$ cat src/rtl/serial_subtractor.sv
// Bit-serial two's-complement subtractor: diff = a - b, one bit per clock, LSB first.
// Optional signed-overflow output guarded by SERIAL_SUB_OVF_EN.
module serial_subtractor #(
   parameter int unsigned WIDTH = 32
) (
   input  logic             clock,
   input  logic             reset,
   input  logic             start,
   input  logic [WIDTH-1:0] a,
   input  logic [WIDTH-1:0] b,
   output logic             busy,
   output logic             done,
   output logic [WIDTH-1:0] diff,
   output logic             borrow_out
`ifdef SERIAL_SUB_OVF_EN
   ,
   output logic             ovf
`endif
);

   localparam int unsigned CW = (WIDTH > 2) ? $clog2(WIDTH) : 1;
   localparam logic [CW-1:0] LAST_BIT = CW'(WIDTH - 1);

   typedef enum logic [1:0] {
      IDLE = 2'd0,
      RUN  = 2'd1,
      DONE = 2'd2
   } state_t;

   state_t           state, state_next;
   logic [WIDTH-1:0] a_sh, a_sh_next;
   logic [WIDTH-1:0] b_sh, b_sh_next;
   logic [WIDTH-1:0] res, res_next;
   logic [WIDTH-1:0] diff_next;
   logic [CW-1:0]    cnt, cnt_next;
   logic             bw, bw_next;
   logic             borrow_out_next;
   logic             bit_d_c;
   logic             bit_bw_c;

`ifdef SERIAL_SUB_OVF_EN
   logic a_msb, a_msb_next;
   logic b_msb, b_msb_next;
   logic ovf_next;
`endif

   // Single full-subtractor cell on the operand LSBs
   assign bit_d_c  = a_sh[0] ^ b_sh[0] ^ bw;
   assign bit_bw_c = (~a_sh[0] & b_sh[0]) | (~(a_sh[0] ^ b_sh[0]) & bw);

   always_ff @(posedge clock) begin
      if (reset) state <= IDLE;
      else       state <= state_next;
   end

   // Next-state and datapath next values
   always_comb begin
      state_next      = state;
      a_sh_next       = a_sh;
      b_sh_next       = b_sh;
      res_next        = res;
      cnt_next        = cnt;
      bw_next         = bw;
      diff_next       = diff;
      borrow_out_next = borrow_out;
`ifdef SERIAL_SUB_OVF_EN
      a_msb_next      = a_msb;
      b_msb_next      = b_msb;
      ovf_next        = ovf;
`endif
      case (state)
         IDLE, DONE: begin
            if (start) begin
               a_sh_next  = a;
               b_sh_next  = b;
               res_next   = '0;
               cnt_next   = '0;
               bw_next    = 1'b0;
`ifdef SERIAL_SUB_OVF_EN
               a_msb_next = a[WIDTH-1];
               b_msb_next = b[WIDTH-1];
`endif
               state_next = RUN;
            end else if (state == DONE) begin
               state_next = IDLE;
            end
         end
         RUN: begin
            a_sh_next = {1'b0, a_sh[WIDTH-1:1]};
            b_sh_next = {1'b0, b_sh[WIDTH-1:1]};
            res_next  = {bit_d_c, res[WIDTH-1:1]};
            bw_next   = bit_bw_c;
            cnt_next  = cnt + CW'(1);
            if (cnt == LAST_BIT) begin
               diff_next       = {bit_d_c, res[WIDTH-1:1]};
               borrow_out_next = bit_bw_c;
`ifdef SERIAL_SUB_OVF_EN
               ovf_next        = (a_msb != b_msb) & (bit_d_c != a_msb);
`endif
               state_next      = DONE;
            end
         end
         default: state_next = IDLE;
      endcase
   end

   // Datapath and registered status outputs
   always_ff @(posedge clock) begin
      if (reset) begin
         a_sh       <= '0;
         b_sh       <= '0;
         res        <= '0;
         cnt        <= '0;
         bw         <= 1'b0;
         diff       <= '0;
         borrow_out <= 1'b0;
         busy       <= 1'b0;
         done       <= 1'b0;
`ifdef SERIAL_SUB_OVF_EN
         a_msb      <= 1'b0;
         b_msb      <= 1'b0;
         ovf        <= 1'b0;
`endif
      end else begin
         a_sh       <= a_sh_next;
         b_sh       <= b_sh_next;
         res        <= res_next;
         cnt        <= cnt_next;
         bw         <= bw_next;
         diff       <= diff_next;
         borrow_out <= borrow_out_next;
         busy       <= (state_next == RUN);
         done       <= (state_next == DONE);
`ifdef SERIAL_SUB_OVF_EN
         a_msb      <= a_msb_next;
         b_msb      <= b_msb_next;
         ovf        <= ovf_next;
`endif
      end
   end

endmodule

$ cat config.mk
export PLATFORM = sky130hd
export DESIGN_NAME = serial_subtractor
export DESIGN_NICKNAME = d
export VERILOG_FILES = /design/src/rtl/serial_subtractor.sv
export SDC_FILE = /design/constraint.sdc
export NUM_CORES = 1
export LEC_CHECK = 0
export BUFFER_PORTS_ARGS = -buffer_cell sky130_fd_sc_hd__buf_4
export CORE_UTILIZATION = 54
export DETAILED_ROUTE_END_ITERATION = 8
export GPL_TIMING_DRIVEN = 1
export HOLD_SLACK_MARGIN = 0.02
export PLACE_DENSITY_LB_ADDON = 0.25
export SLEW_MARGIN = 20
export SYNTH_ARGS = -nofsm -noshare
export SYNTH_HDL_FRONTEND = slang
export SYNTH_SLANG_ARGS = --single-unit
$ cat constraint.sdc
create_clock -name clock -period 2.15 [get_ports clock]
set_clock_uncertainty 0.2 [all_clocks]
set_input_delay 0.43 -clock clock [delete_from_list [all_inputs] [get_ports clock]]
set_output_delay 0.43 -clock clock [all_outputs]
set_load 0.02 [all_outputs]
Yosys cells after proc, flatten, opt, wreduce, memory -nomap -nowiden
Cells that the tools add are included.
{ "word_totals": {"regBits": 139, "output_inout_bits": 35, "inputBits": 67} }
{ "classes": {"n_reduce_logical": 5, "mux": 14, "add_sub_neg": 1, "bitwise": 7, "eq_ne": 6} }
{ "ops": {"columns": ["cell", "count"], "rows": [
  ["$pmux 32 s2", 3],
  ["$mux 32", 3],
  ["$pmux 5 s2", 1],
  ["$mux 2", 3],
  ["$add 5x1->5 const B", 1],
  ["$eq 5x5->1 const B", 1],
  ["$mux 5", 1],
  ["$eq 2x1->1 const B", 2],
  ["$eq 2x2->1 const B", 2],
  ["$pmux 2 s2", 1],
  ["$reduce_and 2->1", 2],
  ["$and 1x1->1", 2],
  ["$logic_not 2->1", 1],
  ["$ne 2x2->1 const B", 1],
  ["$not 1->1", 2],
  ["$pmux 1 s2", 1],
  ["$reduce_bool 2->1", 1],
  ["$reduce_or 2->1", 1],
  ["$xor 1x1->1", 2],
  ["$mux 1", 1],
  ["$or 1x1->1", 1]
]} }

Depth between registers and ports, before layout
Gate-level depths: netlist (run 1).
{ "logic_depth": {"depth_word": 5, "mapped_depth": 7, "depth_no_buf": 6} }

Worst setup path after synthesis (run 1)
Ideal clock, no wire load.
{ "synth_path": {"path_type": "flip-flop to flip-flop", "start": "reg cnt[0]", "end": "reg borrow_out", "slack_ns": 0.338, "arrival_ns": 1.553, "setup_ns": 0.059, "path_buffers": 1, "path_stages_with_launch": 8, "period_less_slack_ns": 1.812, "required_time_ns": 1.891, "path_cell_list": "dfxtp_1 ha_1 and3_1 ha_1 nand3b_1 nor2_1 buf_2 a22o_1"} }
{ "synth_between": {"elab_chain_len": 2} }
{ "synth_rtl": {"columns": ["item", "line_no", "source"], "rows": [
  ["start: declaration", "35", "logic [CW-1:0] cnt, cnt_next;"],
  ["start signal: assignment", "128", "cnt <= cnt_next;"],
  ["$eq 5x5->1", "94", "if (cnt == LAST_BIT) begin"],
  ["$reduce_and 2->1 (no line)", null, null],
  ["end signal: assignment", "131", "borrow_out <= borrow_out_next;"],
  ["end: declaration", "14", "output logic borrow_out"]
]} }
Every way passes these cells.
A chain may end at the register's enable or synchronous reset.

Worst setup path in the final report (run 1)
{ "layout_path": {"start": "reg cnt[0]", "end": "reg diff[14]"} }
{ "layout_between": {"elab_chain_len": 2} }
{ "layout_rtl": {"columns": ["item", "line_no", "source"], "rows": [
  ["$eq 5x5->1", "94", null],
  ["$reduce_and 2->1 (no line)", null, null],
  ["end signal: assignment", "130", "diff <= diff_next;"],
  ["end: declaration", "13", "output logic [WIDTH-1:0] diff,"]
]} }
Every way passes these cells.

==> flow_summary.json, run 1 <==
{
  "relSlewSlack_pct": 75.5,
  "grt_pass1_wl_mm": 21.6,
  "top_layer": "met4",
  "dr.pass1.iters": 5,
  "period_share_pct": 88.1,
  "async_reset_ff_share_pct": 0,
  "maxSlewViolCount": 0,
  "mostFrequentLayoutCell": "dfxtp_1",
  "rr_startpoint": "cnt[0]$_SDFFE_PP0P_",
  "arrival_ps": 2150,
  "drc": 0,
  "fin_tns_setup_ps": 0,
  "synth_area_leaders": "dfxtp_1 54%, a21oi_1 9.9%, nand3_1 9.8%",
  "synth_edf_count": 0,
  "min_from": "a[14]",
  "antenna_cells": 0,
  "synthFlopType": "dfxtp_1",
  "final_antenna_net_count": 0,
  "syn_inst": 552,
  "synth_top_area_share_pct": 54.1,
  "run_status": "completed",
  "cp_max_fo": 16,
  "core_area_um2": 9200,
  "hold_viol": 0,
  "portBuffers": 101,
  "syn_nets": 622,
  "finalSetupViolCount": 0,
  "cts_max_path_buffers": 2,
  "wl_mm": 13.1,
  "wl_met1_mm": 5.39,
  "power.density_nw_per_um2": 901,
  "grt_pass1_vias": 4593,
  "rsz0062_at_grt": "false",
  "p_clk_share_pct": 47.9,
  "avgSynthCellArea_um2": 9.26,
  "power_frac_comb_pct": 9.7,
  "die-area_um2": 9860,
  "num_vias": 4830,
  "hold_depth": 3,
  "root_buffer": "clkbuf_8",
  "tightest_slew_ps": 368,
  "ioPinCount": 102,
  "path_class": "reg -> reg",
  "track_usage_pct": 27.3,
  "route.met3.wl_um": 643,
  "path_clk_slew_ps": 60,
  "worst-r2r-setup-slack_ps": 260,
  "synth_seq_area_share_pct": 54.1,
  "initial_core_util_pct": 55.6,
  "rr_worst_depth": 7,
  "yosysWarnings": 0,
  "cts_resized": 0,
  "reg2reg_to": "diff[14]$_SDFFE_PP0P_",
  "antenna_found_initial": 0,
  "grt_start_max_net_pins": 52,
  "yosysUniqueCellTypes": 26,
  "leakage_uw": 0.00274,
  "switching_share_pct": 24.0,
  "fp.dieW_um": 99.3,
  "ir_drop_mv": 0.731,
  "vias_per_cell": 5.99,
  "cp-start-kind": "register",
  "yosysTopAreaCell": "dfxtp_1",
  "dr_wl_met2_mm": 6.67,
  "area_delta_synth_final_pct": 38.4,
  "syn_area_um2": 5110,
  "switchingPower_uw": 1530,
  "dp_hpwl_mm": 7.37,
  "holdWs_ps": 30.1,
  "hold_class": "in -> reg",
  "wl_per_cell_um": 16.2,
  "gr-total-overflow": 0,
  "ctsHtreeMaxLevel": 4,
  "drtIter0Drc": 242,
  "p_seq_share_pct": 42.4,
  "cts.sinks": 138,
  "cts_tree": "yes",
  "insertion_delay_ps": 510,
  "layout_min_cycle_time_ps": 1890,
  "numCtsBuffers": 17,
  "final_cell_mix": "138 x dfxtp_1, 116 x buf_4, 101 x a21oi_1",
  "required_ps": 2400,
  "fmax_mhz": 528,
  "die_h_um": 99.3,
  "nets": 753,
  "post-cts-setup-buffers": 0,
  "end_kind": "register",
  "drive_gt1_share_pct": 22.8,
  "place_congestion": 0.727,
  "drv_cap": 0,
  "postCtsHoldBufs": 50,
  "hold_end": "a_sh[14]$_SDFFE_PP0P_",
  "ys_ff_latch": 138,
  "p_int_uw": 4840,
  "row_count": 35
}
## logic make-up (layout without fill, tap and decap cells)
| group | count (synthesis) | in the layout | share of synthesized area, % |
|---|---|---|---|
| buffers and inverters | 60 | 204 | 5.63 |
| AOI/OAI and AO/OA | 198 | 198 | 24.9 |
| muxes | 2 | 2 | 0.441 |
| and+or+nand+nor | 151 | 151 | 14.1 |
| adders and majority gates | 3 | 3 | 0.881 |
| DFF | 138 | 138 | 54.1 |
## metal layers
metal  up-vias  global-route usage, %
met4         0                   11.1
li1       2301                      -
met1      2324                   33.4
met5         -                      0
met3        34                   6.11
met2       171                   46.7
## state kept, by name (all words and copies together) (netlist names)
signal	cells
a_sh	32
b_sh	32
diff	32
res	31
cnt	5
state	2
borrow_out	1
busy	1
bw	1
done	1
## synthesized netlist by cell type, drive strengths merged, types with 2 or more instances
cell type	instances
nand2b	3
nand2	37
clkbuf	14
a22o	32
a22oi	62
nor2	5
mux2	2
dfxtp	138
buf	44
nand3	100
ha	2
a21oi	102
inv	2
## power groups by stage
stage                     combinational, uW  clock [uW]  sequential, uW
after floorplan                         341           0            2740
after global placement                  505           0            2750
after detailed placement                524           0            2760
after CTS                               601        3090            2700
after global routing                    671        3220            2710
final                                   616        3060            2710
## worst max-delay path, cell delays in order, from the launching register on
cell and delay (ps):
dfxtp_1 370, ha_1 190, and3_1 170, ha_1 230, nand3b_1 160, nor2_2 160, buf_4 220, a22o_1 150
## through the flow
| stage | power (uW) | instance area [um^2] | cells | setup slack [ps] | util [%] |
|---|---|---|---|---|---|
| 2_1_floorplan | 3080 | 5110 | 552 | 338 | - |
| 3_3_place_gp | 3260 | 5950 | 725 | 319 | 64.7 |
| 3_5_place_dp | 3280 | 5950 | 725 | 248 | 64.7 |
| 4_1_cts | 6400 | 7080 | 807 | 244 | 76.9 |
| 5_1_grt | 6600 | 7080 | 807 | 108 | 76.9 |
| 6_report | 6380 | 7080 | 807 | 255 | 76.9 |
## final cells by class
type                            instances  area, um^2
Clock buffer                           17         414
Sequential cell                       138        2760
Timing Repair Buffer                  170        1450
Multi-Input combinational cell        354        2090
Inverter                                2        7.51
Fill cell                             601        2120
Tap cell                              111         139
Clock inverter                         15         213
## worst max-delay path by stage
stage	start	endpoint	slack [ps]	depth (start not counted)
finish	cnt[0]$_SDFFE_PP0P_	diff[14]$_SDFFE_PP0P_	260	7
global route	cnt[0]$_SDFFE_PP0P_	diff[16]$_SDFFE_PP0P_	110	7
CTS	cnt[0]$_SDFFE_PP0P_	diff[14]$_SDFFE_PP0P_	240	7
detailed placement	cnt[0]$_SDFFE_PP0P_	diff[14]$_SDFFE_PP0P_	250	7
global placement	cnt[0]$_SDFFE_PP0P_	diff[26]$_SDFFE_PP0P_	320	7
floorplan	cnt[0]$_SDFFE_PP0P_	borrow_out$_SDFFE_PP0P_	340	7
(Power assumes the default switching activity.)
==> run 2: changes to the inputs <==
Settings changed: GPL_TIMING_DRIVEN 1 to 0.
==> flow_summary.json, run 2 (synthesized netlist as in run 1, its figures left out) <==
{
  "p_int_uw": 4690,
  "fillCellCount": 639,
  "required_ps": 2430,
  "nets": 801,
  "wl_per_cell_um": 16.4,
  "stdcell_area_um2": 7210,
  "ioPinCount": 102,
  "run_status": "completed",
  "cp-start-kind": "register",
  "antenna_found_initial": 0,
  "maxSlewViolCount": 0,
  "insertion_delay_ps": 530,
  "dpl_cell_area_um2": 6000,
  "rsz0062_at_grt": "false",
  "cts_max_path_buffers": 2,
  "final-instance-count-excl-fill": 855,
  "die_h_um": 99.3,
  "period_share_pct": 92.4,
  "leakage_uw": 0.00282,
  "power.density_nw_per_um2": 869,
  "dpl.cell_count": 763,
  "row_count": 35,
  "power_frac_comb_pct": 10.4,
  "mostFrequentLayoutCell": "dfxtp_1",
  "numCtsBuffers": 17,
  "ir_drop_mv": 0.638,
  "wl_mm": 14.0,
  "antenna_cells": 0,
  "dr.pass1.iters": 5,
  "rr_worst_depth": 7,
  "grt_pass1_vias": 4907,
  "cp_max_fo": 10,
  "vias_per_cell": 5.93,
  "layout_min_cycle_time_ps": 1990,
  "final_cell_mix": "138 x dfxtp_1, 104 x buf_4, 101 x a21oi_1",
  "grt_start_max_net_pins": 17,
  "post-cts-setup-buffers": 0,
  "drv_cap": 0,
  "dp_hpwl_mm": 8.13,
  "p_clk_share_pct": 46.4,
  "fp.dieW_um": 99.3,
  "initial_core_util_pct": 55.6,
  "p_seq_share_pct": 43.2,
  "core_area_um2": 9200,
  "relSlewSlack_pct": 64.4,
  "root_buffer": "clkbuf_8",
  "fin_util_pct": 78.4,
  "switchingPower_uw": 1570,
  "tightest_slew_ps": 533,
  "path_class": "reg -> reg",
  "portBuffers": 100,
  "cts_tree": "yes",
  "top_regs": "a_sh: 32 flops, b_sh: 32 flops, diff: 32 flops",
  "fin_tns_setup_ps": 0,
  "grt_pass1_wl_mm": 22.5,
  "fmax_mhz": 503,
  "final_antenna_net_count": 0,
  "hold_depth": 3,
  "drtIter0Drc": 309,
  "area_delta_synth_final_pct": 41.0,
  "switching_share_pct": 25.1,
  "track_usage_pct": 28.9,
  "cts.sinks": 138,
  "drc": 0,
  "end_kind": "register",
  "path_clk_slew_ps": 60,
  "num_vias": 5072,
  "arrival_ps": 2260,
  "ctsHtreeMaxLevel": 4,
  "hold_class": "in -> reg",
  "die-area_um2": 9860,
  "gr-total-overflow": 0,
  "place_congestion": 0.776,
  "drive_gt1_share_pct": 23.8,
  "hold_viol": 0,
  "finalSetupViolCount": 0
}
run 2: cell count changes in the layout (fill, tap and decap cells not counted), moves of 4 or more:
cell | before | now
buf_2 | 0 | 38
clkbuf_1 | 0 | 14
buf_4 | 116 | 104
dlygate4sd3_1 | 50 | 60
buf_12 | 4 | 0
run 2: area by class of cell:
cell class | instances | area (um^2) | area share, %
sequential | 138 | 2760 | 38.3
multi-input combinational | 354 | 2070 | 28.7
timing repair buffer | 160 | 1350 | 18.8
clock buffer | 19 | 442 | 6.13
buffer | 58 | 280 | 3.89
clock inverter | 13 | 155 | 2.15
tap | 111 | 139 | 1.93
inverter | 2 | 7.51 | 0.104
run 2: power by group through the flow:
stage / clock network [uW] / logic, uW / registers [uW]
2_1_floorplan: 0 / 341 / 2740
3_3_place_gp: 0 / 516 / 2750
3_5_place_dp: 0 / 532 / 2760
4_1_cts: 2930 / 624 / 2700
5_1_grt: 3050 / 699 / 2710
6_report: 2910 / 648 / 2710
run 2: repair_timing:
action,4_1_cts,5_1_grt
endpoints found under the setup margin,4,29
hold buffers,60,0
endpoints found under the hold margin,60,0
gates resized for setup,1,1
gates cloned,0,0
run 2: critical path: stages, from the launching register on:
cell and delay (ps):
dfxtp_1 370, ha_1 210, and3_1 160, ha_1 220, nand3b_1 180, nor2_4 190
buf_2 260, a22o_1 160
run 2: worst paths after layout:
path | slack [ps] | start | to
max reg2reg | 160 | cnt[0]$_SDFFE_PP0P_ | diff[10]$_SDFFE_PP0P_
min reg2reg | 270 | res[22]$_SDFFE_PP0P_ | res[21]$_SDFFE_PP0P_
max | 160 | cnt[0]$_SDFFE_PP0P_ | diff[10]$_SDFFE_PP0P_
min | 30 | a[1] | a_sh[1]$_SDFFE_PP0P_
run 2: layer usage:
| metal | vias up | wire length [um] | part of all wire (%) | GRT usage, % |
|---|---|---|---|---|
| li1 | 2386 | - | - | - |
| met1 | 2463 | 5660 | 40 | 33.0 |
| met2 | 183 | 7280 | 52 | 51.2 |
| met3 | 40 | 706 | 5.0 | 6.68 |
| met4 | 0 | 395 | 2.8 | 13.5 |
| met5 | - | 0 | 0 | 0 |
run 2: metrics by stage:
stage | setup WS (ps) | hold slack (ps) | power (uW)
after floorplan | 338 | 244 | 3080
after global placement | 90.7 | 253 | 3270
after detailed placement | 21.9 | 258 | 3290
after CTS | 104 | 24.2 | 6250
after global routing | 17.5 | 33.2 | 6460
final | 164 | 32.2 | 6260
==> run 3: changes to the inputs <==
Settings changed: ABC_AREA set to 1, CORE_UTILIZATION 54 to 56.
==> flow_summary.json, run 3 <==
{
  "arrival_ps": 2240,
  "yosysUniqueCellTypes": 19,
  "rr_startpoint": "cnt[0]$_SDFFE_PP0P_",
  "maxSlewViolCount": 0,
  "initial_core_util_pct": 57.6,
  "critPathTopFamily": "simple AND/OR/NAND/NOR gates",
  "wl_mm": 14.3,
  "cp_slowest_cell": "dfxtp_1",
  "core_area_um2": 10300,
  "hold_viol": 0,
  "relSlewSlack_pct": 66.0,
  "die_h_um": 105,
  "fp.dieW_um": 105,
  "syn_inst": 828,
  "cp_common_cell": "nand2_1",
  "tightest_slew_ps": 511,
  "syn_nets": 898,
  "period_share_pct": 94.2,
  "drv_cap": 0,
  "end_kind": "register",
  "grt_pass1_vias": 5143,
  "row_count": 37,
  "pre_cts_ws_ps": 75.9,
  "portBuffers": 99,
  "drc": 0,
  "dr.pass1.iters": 5,
  "antenna_found_initial": 0,
  "track_usage_pct": 26.3,
  "finalWorstSetupSlack_ps": 126,
  "insertion_delay_ps": 520,
  "numCtsBuffers": 17,
  "synth_edf_count": 0,
  "yosysMostFrequentCell": "nand3_1",
  "cts_tree": "yes",
  "num_vias": 5830,
  "ys_ff_latch": 138,
  "ctsHtreeMaxLevel": 4,
  "cts.sinks": 138,
  "path_clk_slew_ps": 60,
  "final_cell_mix": "259 x nand3_1, 168 x nand2_1, 138 x dfxtp_1",
  "min_from": "b[13]",
  "gr-total-overflow": 0,
  "antenna_cells": 0,
  "hold_class": "in -> reg",
  "cp_max_fo": 10,
  "final_antenna_net_count": 0,
  "leakage_uw": 0.00330,
  "area_delta_synth_final_pct": 25.3,
  "startpoint": "cnt[0]$_SDFFE_PP0P_",
  "mostFrequentLayoutCell": "nand3_1",
  "power.density_nw_per_um2": 816,
  "finalSetupViolCount": 0,
  "drtIter0Drc": 385,
  "synth.top_cells.by_count": "259 x nand3_1, 168 x nand2_1, 138 x dfxtp_1",
  "place_congestion": 0.790,
  "slowest_delay_ps": 400,
  "synth_seq_area_share_pct": 46.7,
  "fin_util_pct": 72.2,
  "die-area_um2": 11000,
  "synthFlopType": "dfxtp_1",
  "nets": 1018,
  "cts_max_path_buffers": 2,
  "yosysWarnings": 0,
  "avgSynthCellArea_um2": 7.15,
  "path_class": "reg -> reg",
  "top_regs": "a_sh: 32 flops, b_sh: 32 flops, diff: 32 flops",
  "required_ps": 2360,
  "async_reset_ff_share_pct": 0,
  "grt_start_max_net_pins": 17,
  "ioPinCount": 102,
  "run_status": "completed",
  "synth_area_leaders": "dfxtp_1 47%, nand3_1 22%, nand2_1 11%",
  "layout_min_cycle_time_ps": 2020,
  "grt_pass1_wl_mm": 23.5,
  "root_buffer": "clkbuf_8",
  "cp_num_buf_inv": 2,
  "fillCellCount": 842,
  "syn_area_um2": 5920,
  "ir_drop_mv": 0.483,
  "synth_top_area_share_pct": 46.7,
  "vias_per_cell": 5.32,
  "drive_gt1_share_pct": 18.5,
  "yosysTopAreaCell": "dfxtp_1",
  "path_cells": "ha_1, inv_1, nor3_2, ha_2, nand2_1, clkbuf_2, nand3_1, nand2_1",
  "fmax_mhz": 494,
  "cp-start-kind": "register",
  "wl_per_cell_um": 13.1,
  "dp_hpwl_mm": 9.33
}
-- run 3: cell count changes after synthesis, moves of 3 or more --
cell,change
buf_1,+10
buf_4,+4
o21ai_0,+3
nand2b_1,-3
a22o_1,-32
clkbuf_1,+7
inv_1,+60
nand2_1,+131
buf_2,-9
inv_2,+4
nand3_1,+159
clkinv_1,+7
a22oi_1,-62
-- run 3: metal layers --
layer / track usage (%) / up-vias / share of wire (%)
li1: - / 2994 / -
met1: 35.1 / 2622 / 46
met2: 43.0 / 195 / 46
met3: 4.74 / 19 / 6.5
met4: 8.85 / 0 / 1.5
met5: 0 / - / 0
-- run 3: final timing paths --
check / to / slack (ps) / depth (start not counted)
max: diff[15]$_SDFFE_PP0P_ / 130 / 8
min: b_sh[13]$_SDFFE_PP0P_ / 70 / 5
min reg2reg: diff[13]$_SDFFE_PP0P_ / 260 / 2
max reg2reg: diff[15]$_SDFFE_PP0P_ / 130 / 8
-- run 3: cell type report --
cell class	instances	area, um^2	area share [%]
Tap cell	136	170	2.29
Sequential cell	138	2760	37.2
Buffer	72	352	4.74
Clock inverter	14	135	1.82
Timing Repair Buffer	101	763	10.3
Inverter	73	274	3.69
Multi-Input combinational cell	545	2550	34.4
Clock buffer	17	414	5.58
-- run 3: cell families (layout without fill, tap and decap cells) --
kind of cell,after synthesis,after routing,synth area share (%)
adder cells (fa/ha/maj),3,3,0.761
buffers and inverters,145,277,10.4
flip-flops,138,138,46.7
AND/OR/NAND/NOR,435,435,33.1
AO/OA/AOI/OAI,107,107,9.04
-- run 3: worst reg2reg max path: stages (launching register included) --
cell and delay [ps]:
dfxtp_1 400, ha_1 190, inv_1 60, nor3_2 170, ha_2 280, nand2_1 190
clkbuf_2 250, nand3_1 120, nand2_1 60
-- run 3: timing repair --
item,4_1_cts,5_1_grt
hold endpoints to repair,2,0
buffers inserted,0,0
resized for setup,3,4
setup endpoints to repair,20,30
hold buffers,2,0
pin swaps,0,1
-- run 3: through the flow --
stage | setup TNS [ps] | total power [uW] | std cells | instance area (um^2) | hold WS, ps
2_1_floorplan | 0 | 3160 | 828 | 5920 | 239
3_3_place_gp | 0 | 3370 | 1063 | 6840 | 255
3_5_place_dp | 0 | 3380 | 1063 | 6840 | 253
4_1_cts | 0 | 6060 | 1096 | 7410 | 67.0
5_1_grt | -0.923 | 6260 | 1096 | 7420 | 84.5
6_report | 0 | 6050 | 1096 | 7420 | 67.3
-- run 3: report_power, final --
group | leakage (uW) | internal [uW] | switching [uW]
clock network | 0.000264 | 1550 | 1160
logic | 0.00191 | 253 | 386
registers | 0.00112 | 2650 | 49.9
total | 0.00330 | 4460 | 1600
